--- config.mk ---
export PLATFORM = sky130hd
export DESIGN_NAME = sprite_overlay_ctrl
export DESIGN_NICKNAME = d
export VERILOG_FILES = /design/src/rtl/sprite_overlay_ctrl.sv
export SDC_FILE = /design/constraint.sdc
export NUM_CORES = 1
export LEC_CHECK = 0
export CAP_MARGIN = 20
export CORE_ASPECT_RATIO = 0.75
export CORE_MARGIN = 2
export CORE_UTILIZATION = 50
export DETAILED_ROUTE_END_ITERATION = 7
export DONT_BUFFER_PORTS = 1
export PLACE_DENSITY = 0.65
export REMOVE_ABC_BUFFERS = 1
export SLEW_MARGIN = 25
export SYNTH_ARGS = -nofsm -noshare
export SYNTH_HDL_FRONTEND = slang
export SYNTH_SLANG_ARGS = --single-unit
--- constraint.sdc ---
create_clock -name clk -period 5.7 [get_ports clk]
set_input_delay 0.57 -clock clk [delete_from_list [all_inputs] [get_ports clk]]
set_output_delay 0.57 -clock clk [all_outputs]
set_load 0.02 [all_outputs]
--- src/rtl/sprite_overlay_ctrl.sv ---
// sprite_overlay_ctrl: ROM-backed sprite compositor with tear-free moves; blinking built in when SPRITE_BLINK_EN is defined
module sprite_overlay_ctrl #(
  parameter int W = 150,
  parameter int H = 11,
  parameter int COL_W = 8,
  parameter int ROW_W = 4,
  parameter int ROM_LAT = 1,
  parameter logic [11:0] KEY_COLOR = 12'hFFF,
  parameter logic [9:0] X_INIT = 10'd375,
  parameter logic [9:0] Y_INIT = 10'd145,
  parameter int SCALE_SHIFT = 0,
  parameter int BLINK_FRAMES = 30
) (
  input  logic clk,
  input  logic rst,
  input  logic bright,
  input  logic en,
  input  logic [9:0] hCount,
  input  logic [9:0] vCount,
  input  logic [9:0] pos_x,
  input  logic [9:0] pos_y,
  input  logic pos_load,
  input  logic blink_en,
  input  logic [11:0] background,
  output logic [ROW_W-1:0] rom_row,
  output logic [COL_W-1:0] rom_col,
  input  logic [11:0] rom_color,
  output logic pos_pending,
  output logic [11:0] rgb
);
  localparam logic [10:0] WS = 11'(W << SCALE_SHIFT);
  localparam logic [10:0] HS = 11'(H << SCALE_SHIFT);
  logic fs, hit, visible, hit_q, bright_q;
  logic [9:0] cur_x, cur_y, stg_x, stg_y;
  logic [10:0] dx, dy;
  logic [11:0] bg_q;
  logic [13:0] stage [ROM_LAT];
  assign fs = hCount == 10'd0 && vCount == 10'd0;
  assign dx = {1'b0, hCount} - {1'b0, cur_x};
  assign dy = {1'b0, vCount} - {1'b0, cur_y};
  assign hit = en && visible && !dx[10] && !dy[10] && dx < WS && dy < HS;
  assign rom_col = hit ? COL_W'(dx >> SCALE_SHIFT) : '0;
  assign rom_row = hit ? ROW_W'(dy >> SCALE_SHIFT) : '0;
  // Stage a requested position and commit it only at frame start
  always_ff @(posedge clk)
    if (rst) begin
      cur_x <= X_INIT;
      cur_y <= Y_INIT;
      stg_x <= X_INIT;
      stg_y <= Y_INIT;
      pos_pending <= 1'b0;
    end else begin
      if (pos_load) begin
        stg_x <= pos_x;
        stg_y <= pos_y;
      end
      if (fs && pos_pending) begin
        cur_x <= stg_x;
        cur_y <= stg_y;
      end
      pos_pending <= pos_load || (pos_pending && !fs);
    end
  // Delay hit/bright/background to line up with the ROM read latency
  always_ff @(posedge clk) begin
    stage[0] <= rst ? '0 : {hit, bright, background};
    for (int i = 1; i < ROM_LAT; i++) stage[i] <= rst ? '0 : stage[i-1];
  end
  assign {hit_q, bright_q, bg_q} = stage[ROM_LAT-1];
  assign rgb = !bright_q ? 12'h000 : (hit_q && rom_color != KEY_COLOR) ? rom_color : bg_q;
`ifdef SPRITE_BLINK_EN
  localparam int FW = $clog2(BLINK_FRAMES) + 1;
  localparam logic [FW-1:0] FLAST = FW'(BLINK_FRAMES - 1);
  logic [FW-1:0] fcnt;
  // Count frames and toggle visibility every BLINK_FRAMES frame starts
  always_ff @(posedge clk)
    if (rst || !blink_en) begin
      fcnt <= '0;
      visible <= 1'b1;
    end else if (fs) begin
      fcnt <= (fcnt == FLAST) ? '0 : fcnt + 1'b1;
      visible <= (fcnt == FLAST) ? !visible : visible;
    end
`else
  logic unused_blink;
  assign visible = 1'b1;
  assign unused_blink = blink_en & (BLINK_FRAMES > 0);
`endif
endmodule

# Word-level counts from Yosys, hierarchy flattened
# Memory sizes are Yosys's and may differ from the RTL's.
# Index checks and enable logic that the tools add are counted.
[totals]
memories = 1
out_inout_bits = 25
register_bits = 41
inputBits = 70
ram_bits = 14
word_cells = 30
[classes]
mux = 5
n_lt_le_gt_ge = 2
eq_ne = 1
addsub = 2
reduce_logical = 14
[memory_table]
columns = ["name", "words", "word_bits", "read_ports", "rd_ports_with_merged_regs", "write_ports", "line_no", "text"]
rows = [
  ["stage", 1, 14, 1, 0, 1, "37", "logic [13:0] stage [ROM_LAT];"],
]
[ops]
columns = ["op", "count"]
rows = [
  ["$mux 12", 2],
  ["$sub 10x10->11", 2],
  ["$logic_not 10->1", 2],
  ["$mux 14", 1],
  ["$ne 12x12->1 const B", 1],
  ["$lt 11x4->1 const B", 1],
  ["$lt 11x8->1 const B", 1],
  ["$logic_and 1x1->1", 8],
  ["$mux 8", 1],
  ["$mux 4", 1],
  ["$logic_not 1->1", 3],
  ["$logic_or 1x1->1", 1],
]

# Depth between registers and ports, before layout
# Gate-level depths: netlist of run 1.
[depth]
word_depth = 7
mapped_depth = 11
ltp_nobuf = 10

# Worst setup path after synthesis of run 1
# OpenSTA, ideal clock, no wires.
[synth_timing]
path_kind = "input to output"
startpoint = "input port vCount[0]"
endpoint = "output port rom_col[3]"
required_time_ps = 5130
arrival_ps = 3005
path_buffers = 0
stages = 10
path_slack_ps = 2125
path_cell_list = "inv_1 ha_1 inv_1 fa_1 a21o_1 a221oi_1 o211ai_1 a2111oi_2 o211ai_2 nor4_1"
[synth_via]
elab_chain_cells = 6
word_cells_on_any_way = 7
classes_between = "add/sub (1); order compare (1); mux (1); reduce/logical (4)"
[synth_lines]
columns = ["element", "line_no", "text"]
rows = [
  ["from (decl)", "19", "input logic [9:0] vCount,"],
  ["$sub 10x10->11 (*)", "40", "assign dy = {1'b0, vCount} - {1'b0, cur_y};"],
  ["branches (longest 3 deep; another with $lt 11x4->1)", "n/a", ""],
  ["$logic_and 1x1->1 (*)", "41", "assign hit = en && visible && !dx[10] && !dy[10] && dx < WS && dy < HS;"],
  ["$mux 8 (*)", "42", "assign rom_col = hit ? COL_W'(dx >> SCALE_SHIFT) : '0;"],
  ["to (decl)", "26", "output logic [COL_W-1:0] rom_col,"],
]
# Every way passes the cells marked *.

# Worst setup path in the final report of run 1
[layout_timing]
startpoint = "register cur_x[0]"
endpoint = "output port rom_col[2]"
[layout_via]
elab_chain_cells = 7
word_cells_on_any_way = 8
classes_between = "add/sub (1); order compare (1); mux (1); reduce/logical (5)"
[layout_lines]
columns = ["element", "line_no", "text"]
rows = [
  ["from (decl)", "34", "logic [9:0] cur_x, cur_y, stg_x, stg_y;"],
  ["from (signal assigned)", "58", "cur_x <= stg_x;"],
  ["$sub 10x10->11 (*)", "39", "assign dx = {1'b0, hCount} - {1'b0, cur_x};"],
  ["branches (longest 5 deep; another with $lt 11x8->1)", "n/a", ""],
  ["$mux 8 (*)", "42", ""],
]
# Marked as above.

==> impl_metrics.sql, run 1 <==
INSERT INTO impl_metrics (metric_group, metric, value, unit) VALUES
('run_status', 'status', 'finished, final reports clean', ''),
('power', 'seq_power_share', '52.4', '%'),
('die', 'ios', '95', ''),
('finish', 'postLayoutCellArea', '0.00352', 'mm2'),
('drt', 'route.detailed.vias_per_inst', '5.74', ''),
('synth', 'post-synth-top-count-cell', 'sky130_fd_sc_hd__dfxtp_1', ''),
('setup_path', 'critical_path_class', 'flip-flop to primary output', ''),
('timing', 'final.min_clock_period', '4.12', 'ns'),
('power', 'max-vdd-ir-drop', '194', 'uV'),
('grt', 'global_route.usage.total', '19.4', '%'),
('synth', 'synth-main-ff-cell', 'sky130_fd_sc_hd__dfxtp_1', ''),
('setup_path', 'timing.critical_path.required', '5.13', 'ns'),
('grt', 'number_of_antenna_violations_at_the_first_check_in_global_routing', '0', ''),
('synth', 'postSynthAreaPerCell', '8.96', 'um2'),
('drt', 'detailedRoute.firstIterationViolations', '101', ''),
('power', 'static-leakage-power', '1.47', 'nW'),
('synth', 'synth_commonest_cells', '55 x sky130_fd_sc_hd__dfxtp_1, 42 x sky130_fd_sc_hd__nor2b_1, 33 x sky130_fd_sc_hd__mux2i_1', ''),
('finish', 'fin_cells', '446', ''),
('clock_network', 'cts_repair_resize_count', '0', ''),
('clock_network', 'clock_tree_from_tritoncts', 'built', ''),
('setup_path', 'crit_path_end', 'rom_col[2]', ''),
('clock_network', 'max-clock-path-buffers', '2', ''),
('setup_path', 'r2r_slack', '2.90', 'ns'),
('die', 'floorplan.initialDensity', '52.5', '%'),
('clock_network', 'clkSinkCount', '55', ''),
('setup_path', 'worst_ep_arrival_time', '3.55', 'ns'),
('clock_network', 'clockRootBuffer', 'sky130_fd_sc_hd__clkbuf_8', ''),
('place', 'place_hpwl', '5490', 'um'),
('place', 'numPortBuffers', '0', ''),
('power', 'cellPowerDensity', '220', 'mW/mm2'),
('synth', 'synth_compound_gate_area_share', '18.7', '%'),
('drt', 'via_count', '2561', ''),
('synth', 'syn_area', '0.00335', 'mm2'),
('power', 'intPower', '581', 'uW'),
('die', 'dieArea', '0.00738', 'mm2'),
('synth', 'synthSimpleGateAreaFrac', '21.6', '%'),
('grt', 'globalRoute.totalOverflow', '0', ''),
('place', 'post-place-cells', '438', ''),
('drt', 'dr_wl_cell', '16.0', 'um'),
('setup_path', 'start_kind', 'flip-flop', ''),
('grt', 'first_global_vias', '2391', ''),
('setup_path', 'worstSetupEndpointType', 'primary output', ''),
('synth', 'flops_latches_synth', '55', ''),
('timing', 'setup_viol', '0', ''),
('timing', 'finalSetupTns', '0', 'ns'),
('synth', 'muxShareOfSynthArea', '9.85', '%'),
('synth', 'ys_warn_count', '0', ''),
('setup_path', 'timing.rr.end', 'stage[0][13]', ''),
('clock_network', 'cts-buffers-inserted', '5', ''),
('power', 'power_frac_clock', '35.1', '%'),
('timing', 'worst_pin_slew', '0.789', 'ns'),
('synth', 'async_flop_share', '0', '%'),
('drt', 'detailedRoute.firstPassIterationCount', '4', ''),
('die', 'die_w', '98.5', 'um'),
('timing', 'final_min_period_over_clock_period', '72.2', '%'),
('synth', 'synth-edff-count', '0', ''),
('run', 'drv_cap', '0', ''),
('clock_network', 'postCtsHoldBufs', '0', ''),
('finish', 'post_route_cells_drive_above_1_share', '9.59', '%'),
('clock_network', 'cts.reportedPaths.clkPinSlew', '0.11', 'ns'),
('clock_network', 'cts-htree-levels', '2', ''),
('grt', 'grt_first_pass_wirelength', '11500', 'um'),
('place', 'dpl-instance-area', '0.00340', 'mm2'),
('synth', 'synth-seq-area-share', '32.8', '%'),
('synth', 'fraction_of_the_mapped_netlist_area_in_adder_cells', '8.66', '%'),
('grt', 'grt_max_degree', '56', ''),
('synth', 'yosys.area.top_type_share', '32.8', '%'),
('drt', 'route.final.wire_length', '7160', 'um'),
('synth', 'synth.largest_area_cell', 'sky130_fd_sc_hd__dfxtp_1', ''),
('timing', 'max_transition_margin', '47.2', '%'),
('setup_path', 'reg_to_reg_critical_path_startpoint', 'cur_y[0]', '');
==> cells by family (layout without fill, tap and decap cells) <==
kind of cell,count (synthesis),in the layout
buffers and inverters,50,41
flip-flops,55,55
AO/OA/AOI/OAI,81,81
multiplexers,33,33
XOR/XNOR,9,9
adder cells (fa/ha/maj),22,22
AND/OR/NAND/NOR,124,124
==> metal layers <==
layer	wire length [um]	vias to the layer above	global-route usage [%]
met2	3050	80	29.9
li1	-	1314	-
met4	93	0	5.63
met1	3430	1160	26.9
met3	585	7	5.76
met5	0	-	0
==> power by group through the flow <==
| stage | sequential, mW | combinational [mW] | clock (mW) |
|---|---|---|---|
| finish | 0.406 | 0.0962 | 0.272 |
| global route | 0.408 | 0.109 | 0.292 |
| CTS | 0.406 | 0.0961 | 0.279 |
| detailed placement | 0.415 | 0.0956 | 0 |
| global placement | 0.415 | 0.0935 | 0 |
| floorplan | 0.413 | 0.0811 | 0 |
==> per-stage QoR <==
step	utilization (%)	setup slack (ns)	hold slack (ns)
after floorplan	-	1.84	0.427
after global placement	53.3	1.70	0.439
after detailed placement	53.3	1.64	0.440
after CTS	55.1	1.55	0.299
after global routing	55.1	1.32	0.293
final	55.1	1.58	0.316
==> critical path, cell delays in order (launching register included) <==
cell,delay (ns)
sky130_fd_sc_hd__dfxtp_1,0.36
sky130_fd_sc_hd__ha_1,0.21
sky130_fd_sc_hd__inv_1,0.07
sky130_fd_sc_hd__fa_1,0.40
sky130_fd_sc_hd__a21o_1,0.20
sky130_fd_sc_hd__a221oi_1,0.41
sky130_fd_sc_hd__o21ai_0,0.19
sky130_fd_sc_hd__xnor2_1,0.16
sky130_fd_sc_hd__nand4_1,0.36
sky130_fd_sc_hd__buf_4,0.32
sky130_fd_sc_hd__nor3b_1,0.57
==> cell usage in the layout, fill, tap and decap left out, drive strengths merged, types with 12 or more instances in the layout <==
master   n
dfxtp   55
nor2b   42
mux2i   33
nor2    31
inv     31
a211o   20
ha      20
nor3    13
nand2   12
==> state kept, by name, indices dropped and copies added, names as in the netlist <==
register,flops
stg_y,10
cur_x,10
stg_x,10
pos_pending,1
cur_y,10
stage,14
==> area by class of cell <==
type                            count  area [um2]
Clock inverter                      3        50.0
Clock buffer                        5        68.8
Multi-Input combinational cell    269        2060
Sequential cell                    55        1100
Tap cell                           81         101
Inverter                           29         109
Fill cell                         615        2860
Timing Repair Buffer                4        30.0
==> how the worst min path moves through the flow <==
| stage | startpoint | to | slack [ns] | cells past startpoint |
|---|---|---|---|---|
| 6_report | rst | stg_y[5] | 0.32 | 1 |
| 5_1_grt | rst | stage[0][3] | 0.29 | 1 |
| 4_1_cts | rst | stage[0][4] | 0.30 | 1 |
| 3_5_place_dp | stg_x[5] | cur_x[5] | 0.44 | 1 |
| 3_3_place_gp | stg_x[1] | cur_x[1] | 0.44 | 1 |
| 2_1_floorplan | stg_x[0] | cur_x[0] | 0.43 | 1 |
Power figures use the tool's default switching activity.
==> run 2, diff against run 1 <==
--- a/config.mk
+++ b/config.mk
@@ -11,7 +11,7 @@
 export CORE_UTILIZATION = 50
 export DETAILED_ROUTE_END_ITERATION = 7
 export DONT_BUFFER_PORTS = 1
-export PLACE_DENSITY = 0.65
+export PLACE_DENSITY = 0.68
 export REMOVE_ABC_BUFFERS = 1
 export SLEW_MARGIN = 25
 export SYNTH_ARGS = -nofsm -noshare
==> constraint.sdc (replaced) <==
create_clock -name clk -period 3.4 [get_ports clk]
set_input_delay 0.34 -clock clk [delete_from_list [all_inputs] [get_ports clk]]
set_output_delay 0.34 -clock clk [all_outputs]
set_load 0.02 [all_outputs]
==> impl_metrics.sql, run 2 (synthesis results as in run 1) <==
INSERT INTO impl_metrics (metric_group, metric, value, unit) VALUES
('clock_network', 'max-clock-path-buffers', '2', ''),
('grt', 'grt_first_pass_wirelength', '11900', 'um'),
('clock_network', 'clock_tree_from_tritoncts', 'built', ''),
('power', 'seq_power_share', '55.6', '%'),
('setup_path', 'r2r_slack', '0.84', 'ns'),
('clock_network', 'cts-htree-levels', '2', ''),
('finish', 'synthToLayoutAreaGrowth', '9.59', '%'),
('finish', 'most-common-layout-cells', '54 x sky130_fd_sc_hd__dfxtp_1, 42 x sky130_fd_sc_hd__nor2b_1, 33 x sky130_fd_sc_hd__mux2i_1, 31 x sky130_fd_sc_hd__nor2_1, 28 x sky130_fd_sc_hd__inv_1', ''),
('die', 'die_h', '74.9', 'um'),
('drt', 'dr_wl_cell', '16.5', 'um'),
('clock_network', 'clockRootBuffer', 'sky130_fd_sc_hd__clkbuf_8', ''),
('power', 'intPower', '900', 'uW'),
('finish', 'post_route_cells_drive_above_1_share', '15.3', '%'),
('setup_path', 'worst_ep_arrival_time', '2.99', 'ns'),
('timing', 'max_transition_margin', '47.7', '%'),
('hold_path', 'hold_path_class', 'input pin to flip-flop', ''),
('grt', 'grt_max_degree', '56', ''),
('setup_path', 'start_kind', 'flip-flop', ''),
('timing', 'final.min_clock_period', '3.33', 'ns'),
('power', 'cellPowerDensity', '334', 'mW/mm2'),
('power', 'fin_total_pwr', '1.23', 'mW'),
('power', 'static-leakage-power', '1.54', 'nW'),
('die', 'dieArea', '0.00738', 'mm2'),
('timing', 'slew_violations', '0', ''),
('setup_path', 'timing.rr.end', 'stage[0][13]', ''),
('drt', 'route.final.wire_length', '7610', 'um'),
('clock_network', 'postCtsHoldBufs', '0', ''),
('drt', 'remaining_drc_errors', '0', ''),
('finish', 'final_common_cell', 'sky130_fd_sc_hd__dfxtp_1', ''),
('power', 'max-vdd-ir-drop', '284', 'uV'),
('power', 'p_comb_share', '14.0', '%'),
('setup_path', 'rr_worst_depth', '10', ''),
('grt', 'first_global_vias', '2515', ''),
('finish', 'largest_register_ff_count', '14', ''),
('timing', 'clock.fmax', '0.301', 'GHz'),
('clock_network', 'cts-buffers-inserted', '5', ''),
('run_status', 'status', 'finished, final reports clean', ''),
('setup_path', 'reg_to_reg_critical_path_startpoint', 'cur_y[0]', ''),
('die', 'design.core.area', '0.00638', 'mm2'),
('drt', 'via_count', '2688', ''),
('timing', 'clock_skew', '0.00319', 'ns'),
('drt', 'detail-route-antenna-nets', '0', ''),
('drt', 'detailedRoute.firstIterationViolations', '129', ''),
('grt', 'number_of_antenna_violations_at_the_first_check_in_global_routing', '0', ''),
('clock_network', 'clkSinkCount', '55', ''),
('place', 'place.gp.congestion', '0.864', ''),
('setup_path', 'timing.critical_path.required', '3.06', 'ns'),
('die', 'floorplan.initialDensity', '52.5', '%'),
('finish', 'top_register', 'stage', ''),
('grt', 'global_route.usage.total', '19.8', '%'),
('run', 'drv_cap', '0', ''),
('setup_path', 'critical_path_class', 'flip-flop to primary output', ''),
('power', 'power_frac_clock', '30.4', '%'),
('timing', 'worst_pin_slew', '0.781', 'ns'),
('finish', 'layout.filler_cells', '604', ''),
('drt', 'detailedRoute.firstPassIterationCount', '4', ''),
('die', 'ios', '95', ''),
('place', 'numPortBuffers', '0', ''),
('grt', 'globalRoute.totalOverflow', '0', ''),
('setup_path', 'critPathMaxFanout', '6', ''),
('power', 'power_switching_share', '26.6', '%'),
('finish', 'final_nets', '471', ''),
('die', 'number_of_rows_in_the_core_area', '25', ''),
('setup_path', 'worstSetupEndpointType', 'primary output', ''),
('die', 'die_w', '98.5', 'um'),
('timing', 'final_min_period_over_clock_period', '97.9', '%'),
('place', 'place_hpwl', '5720', 'um'),
('finish', 'diodes_inserted', '0', ''),
('clock_network', 'cts.reportedPaths.clkPinSlew', '0.10', 'ns'),
('clock_network', 'worstSkewPairLatency', '0.30', 'ns'),
('finish', 'final_core_utilization', '57.6', '%'),
('power', 'p_switching', '325', 'uW'),
('drt', 'route.detailed.vias_per_inst', '5.83', ''),
('setup_path', 'critical_path.startpoint', 'cur_y[0]', ''),
('timing', 'setup_viol', '0', ''),
('setup_path', 'crit_path_end', 'rom_row[2]', ''),
('timing', 'timing.final.hold_violations', '0', ''),
('timing', 'grt_setup_unrepaired', 'true', '');
==> run 2: changes by cell type in the layout (fill, tap and decap cells not counted), sizes merged <==
cell      delta
buf         +15
inv          -1
bufinv       -1
clkinvlp     +1
clkinv       +1
==> run 2: worst max-delay path, stage by stage (launching register included) <==
cell and delay [ns]:
sky130_fd_sc_hd__dfxtp_2 0.36, sky130_fd_sc_hd__ha_4 0.13, sky130_fd_sc_hd__inv_2 0.03, sky130_fd_sc_hd__fa_2 0.34, sky130_fd_sc_hd__a21o_1 0.25, sky130_fd_sc_hd__a221oi_2 0.25, sky130_fd_sc_hd__o211ai_1 0.12, sky130_fd_sc_hd__a2111oi_2 0.43
sky130_fd_sc_hd__o211ai_2 0.22, sky130_fd_sc_hd__buf_6 0.20, sky130_fd_sc_hd__nor3_2 0.19, sky130_fd_sc_hd__buf_4 0.17
==> run 2: stage by stage <==
| stage | setup TNS, ns | setup WS (ns) | cell area, um2 | instances | hold slack [ns] |
|---|---|---|---|---|---|
| 6_report | 0 | 0.0723 | 3670 | 461 | 0.0958 |
| 3_3_place_gp | 0 | 0.171 | 3500 | 450 | 0.418 |
| 5_1_grt | -0.793 | -0.0958 | 3670 | 461 | 0.0713 |
| 4_1_cts | -0.00412 | -0.00412 | 3630 | 460 | 0.0827 |
| 3_5_place_dp | 0 | 0.0483 | 3500 | 450 | 0.420 |
| 2_1_floorplan | 0 | 0.00235 | 3260 | 353 | 0.409 |
==> run 2: power by group through the flow <==
stage               registers [mW]  logic [mW]  clock network, mW
finish                       0.681       0.171              0.373
global route                 0.684       0.190              0.411
CTS                          0.681       0.165              0.384
detailed placement           0.696       0.162                  0
global placement             0.695       0.156                  0
floorplan                    0.692       0.136                  0
==> run 2: how the worst min path moves through the flow <==
stage,from,end,slack (ns),depth (start not counted)
floorplan,rst,pos_pending,0.41,1
global placement,rst,stg_y[9],0.42,1
detailed placement,rst,stg_y[9],0.42,1
CTS,rst,stg_y[9],0.08,1
global route,rst,cur_y[6],0.07,1
finish,rst,stg_y[2],0.1,1
==> run 2: area by class of cell <==
| class | instances | area, um2 | area share, % |
|---|---|---|---|
| clock inverter | 3 | 23.8 | 0.647 |
| timing repair buffer | 19 | 159 | 4.33 |
| inverter | 29 | 109 | 2.96 |
| multi-input combinational | 269 | 2110 | 57.4 |
| tap | 81 | 101 | 2.76 |
| clock buffer | 5 | 68.8 | 1.87 |
| sequential | 55 | 1100 | 30.0 |
==> run 2: what timing repair did <==
action | in CTS | in global routing
pin swaps | 2 | 4
buffers inserted | 2 | 1
gates resized for setup | 3 | 9
setup endpoints to repair | 8 | 12
==> run 2: metal layers <==
layer,vias up,track usage (%),part of all wire [%]
met3,4,4.74,7.2
met1,1233,27.8,47
met2,103,32.0,46
met4,0,3.04,0.38
li1,1348,-,-
met5,-,0,0
==> run 3, diff against run 2 <==
--- a/config.mk
+++ b/config.mk
@@ -8,10 +8,12 @@
 export CAP_MARGIN = 20
 export CORE_ASPECT_RATIO = 0.75
 export CORE_MARGIN = 2
-export CORE_UTILIZATION = 50
+export CORE_UTILIZATION = 56
+export CTS_CLUSTER_SIZE = 28
 export DETAILED_ROUTE_END_ITERATION = 7
 export DONT_BUFFER_PORTS = 1
-export PLACE_DENSITY = 0.68
+export GPL_TIMING_DRIVEN = 0
+export PLACE_DENSITY = 0.74
 export REMOVE_ABC_BUFFERS = 1
 export SLEW_MARGIN = 25
 export SYNTH_ARGS = -nofsm -noshare
==> impl_metrics.sql, run 3 (synthesis results as in run 1) <==
INSERT INTO impl_metrics (metric_group, metric, value, unit) VALUES
('run_status', 'status', 'finished, final reports clean', ''),
('timing', 'final_min_period_over_clock_period', '96.8', '%'),
('timing', 'timing.final.hold_violations', '0', ''),
('die', 'dieArea', '0.00663', 'mm2'),
('setup_path', 'timing.critical_path.required', '3.06', 'ns'),
('die', 'die_w', '93.3', 'um'),
('finish', 'largest_register_ff_count', '14', ''),
('die', 'number_of_rows_in_the_core_area', '24', ''),
('finish', 'top_register', 'stage', ''),
('clock_network', 'cts.reportedPaths.clkPinSlew', '0.10', 'ns'),
('drt', 'remaining_drc_errors', '0', ''),
('timing', 'grt_setup_unrepaired', 'true', ''),
('finish', 'final_common_cell', 'sky130_fd_sc_hd__dfxtp_1', ''),
('clock_network', 'cts-htree-levels', '2', ''),
('die', 'ios', '95', ''),
('setup_path', 'worst_ep_arrival_time', '2.95', 'ns'),
('timing', 'max_transition_margin', '48.3', '%'),
('clock_network', 'cts-buffers-inserted', '5', ''),
('finish', 'multi_input_comb_area', '0.00217', 'mm2'),
('run', 'drv_cap', '0', ''),
('drt', 'detail-route-antenna-nets', '0', ''),
('clock_network', 'clockRootBuffer', 'sky130_fd_sc_hd__clkbuf_8', ''),
('clock_network', 'max-clock-path-buffers', '2', ''),
('timing', 'clock.fmax', '0.304', 'GHz'),
('timing', 'slew_violations', '0', ''),
('clock_network', 'clkSinkCount', '55', ''),
('clock_network', 'clock_tree_from_tritoncts', 'built', ''),
('setup_path', 'critical_path_class', 'flip-flop to primary output', ''),
('grt', 'first_global_vias', '2343', ''),
('power', 'fin_total_pwr', '1.25', 'mW'),
('die', 'floorplan.initialDensity', '57.8', '%'),
('finish', 'layout.filler_cells', '484', ''),
('finish', 'post_route_cells_drive_above_1_share', '13.0', '%'),
('power', 'max-vdd-ir-drop', '267', 'uV'),
('hold_path', 'hold_path_class', 'input pin to flip-flop', ''),
('grt', 'grt_max_degree', '56', ''),
('drt', 'dr_wl_cell', '16.1', 'um'),
('finish', 'diodes_inserted', '0', ''),
('place', 'place.gp.congestion', '0.936', ''),
('power', 'static-leakage-power', '1.54', 'nW'),
('setup_path', 'critical_path.startpoint', 'cur_y[0]', ''),
('place', 'place_hpwl', '5390', 'um'),
('clock_network', 'postCtsHoldBufs', '0', ''),
('finish', 'synthToLayoutAreaGrowth', '9.52', '%'),
('grt', 'grt_first_pass_wirelength', '11400', 'um'),
('setup_path', 'reg_to_reg_critical_path_startpoint', 'cur_y[0]', ''),
('hold_path', 'hold_start', 'rst', ''),
('place', 'pre_cts_ws', '-0.544', 'ns'),
('drt', 'route.final.wire_length', '7190', 'um'),
('grt', 'number_of_antenna_violations_at_the_first_check_in_global_routing', '0', ''),
('power', 'cellPowerDensity', '339', 'mW/mm2'),
('timing', 'setup_viol', '0', ''),
('timing', 'setup_ws', '0.109', 'ns'),
('setup_path', 'critPathMaxFanout', '7', ''),
('grt', 'global_route.usage.total', '21.4', '%'),
('die', 'die_h', '71', 'um'),
('drt', 'route.detailed.vias_per_inst', '5.77', ''),
('die', 'design.core.area', '0.00580', 'mm2'),
('drt', 'via_count', '2578', ''),
('grt', 'globalRoute.totalOverflow', '0', ''),
('timing', 'final.min_clock_period', '3.29', 'ns'),
('place', 'numPortBuffers', '0', ''),
('setup_path', 'start_kind', 'flip-flop', ''),
('drt', 'detailedRoute.firstIterationViolations', '137', ''),
('setup_path', 'worstSetupEndpointType', 'primary output', ''),
('finish', 'most-common-layout-cells', '54 x sky130_fd_sc_hd__dfxtp_1, 42 x sky130_fd_sc_hd__nor2b_1, 33 x sky130_fd_sc_hd__mux2i_1, 31 x sky130_fd_sc_hd__nor2_1, 28 x sky130_fd_sc_hd__inv_1', ''),
('clock_network', 'worstSkewPairLatency', '0.30', 'ns'),
('drt', 'detailedRoute.firstPassIterationCount', '4', ''),
('finish', 'seq_cell_area', '0.00110', 'mm2'),
('timing', 'worst_pin_slew', '0.775', 'ns'),
('timing', 'clock_skew', '0.00337', 'ns'),
('finish', 'final_nets', '460', '');
[run 3: final timing paths]
| check | endpoint | cells past startpoint | slack (ns) |
|---|---|---|---|
| hold reg to reg | cur_x[0] | 1 | 0.46 |
| hold / removal | stg_y[5] | 1 | 0.09 |
| setup reg to reg | stage[0][13] | 11 | 0.70 |
| setup / recovery | rom_col[5] | 10 | 0.11 |
[run 3: area by class of cell]
class / instances / share of cell area, %
Sequential cell: 55 / 30.0
Clock inverter: 2 / 0.545
Inverter: 29 / 2.97
Multi-Input combinational cell: 269 / 59.1
Timing Repair Buffer: 8 / 2.45
Tap cell: 78 / 2.66
Clock buffer: 6 / 2.25
[run 3: timing repair]
action                                  4_1_cts  5_1_grt
setup buffers                                 3        1
endpoints found under the hold margin         0        0
endpoints found under the setup margin       12       12
resized for setup                             9        9
gates cloned                                  0        1
pin swaps                                     3        8
[run 3: metrics by stage]
stage	TNS, ns	std cells	hold WS [ns]	instance area, um2	utilization, %
3_5_place_dp	-2.36	434	0.418	3400	58.6
5_1_grt	-0.259	447	0.0711	3670	63.3
6_report	0	447	0.0939	3670	63.3
2_1_floorplan	0	353	0.409	3260	-
4_1_cts	0	445	0.0812	3600	62.1
3_3_place_gp	-19.90	431	0.416	3360	57.9
[run 3: layer usage]
layer  global-route usage (%)  vias up  wire, um
li1                         -     1322         -
met1                     31.1     1163      3410
met2                     31.8       87      3170
met3                     5.86        6       530
met4                     5.07        0        76
met5                        0        -         0
[run 3: critical path, stage by stage (launching register included)]
cell	delay, ns
sky130_fd_sc_hd__dfxtp_2	0.36
sky130_fd_sc_hd__ha_4	0.13
sky130_fd_sc_hd__inv_2	0.03
sky130_fd_sc_hd__fa_2	0.35
sky130_fd_sc_hd__a21o_1	0.22
sky130_fd_sc_hd__a21oi_1	0.29
sky130_fd_sc_hd__mux2i_1	0.16
sky130_fd_sc_hd__a2111oi_4	0.41
sky130_fd_sc_hd__o211ai_4	0.16
sky130_fd_sc_hd__buf_12	0.17
sky130_fd_sc_hd__and4bb_2	0.37
[run 3: power by group]
group | switching [mW] | internal (mW) | total, mW
registers | 0.0124 | 0.668 | 0.681
clock network | 0.218 | 0.172 | 0.390
logic | 0.0924 | 0.0829 | 0.175
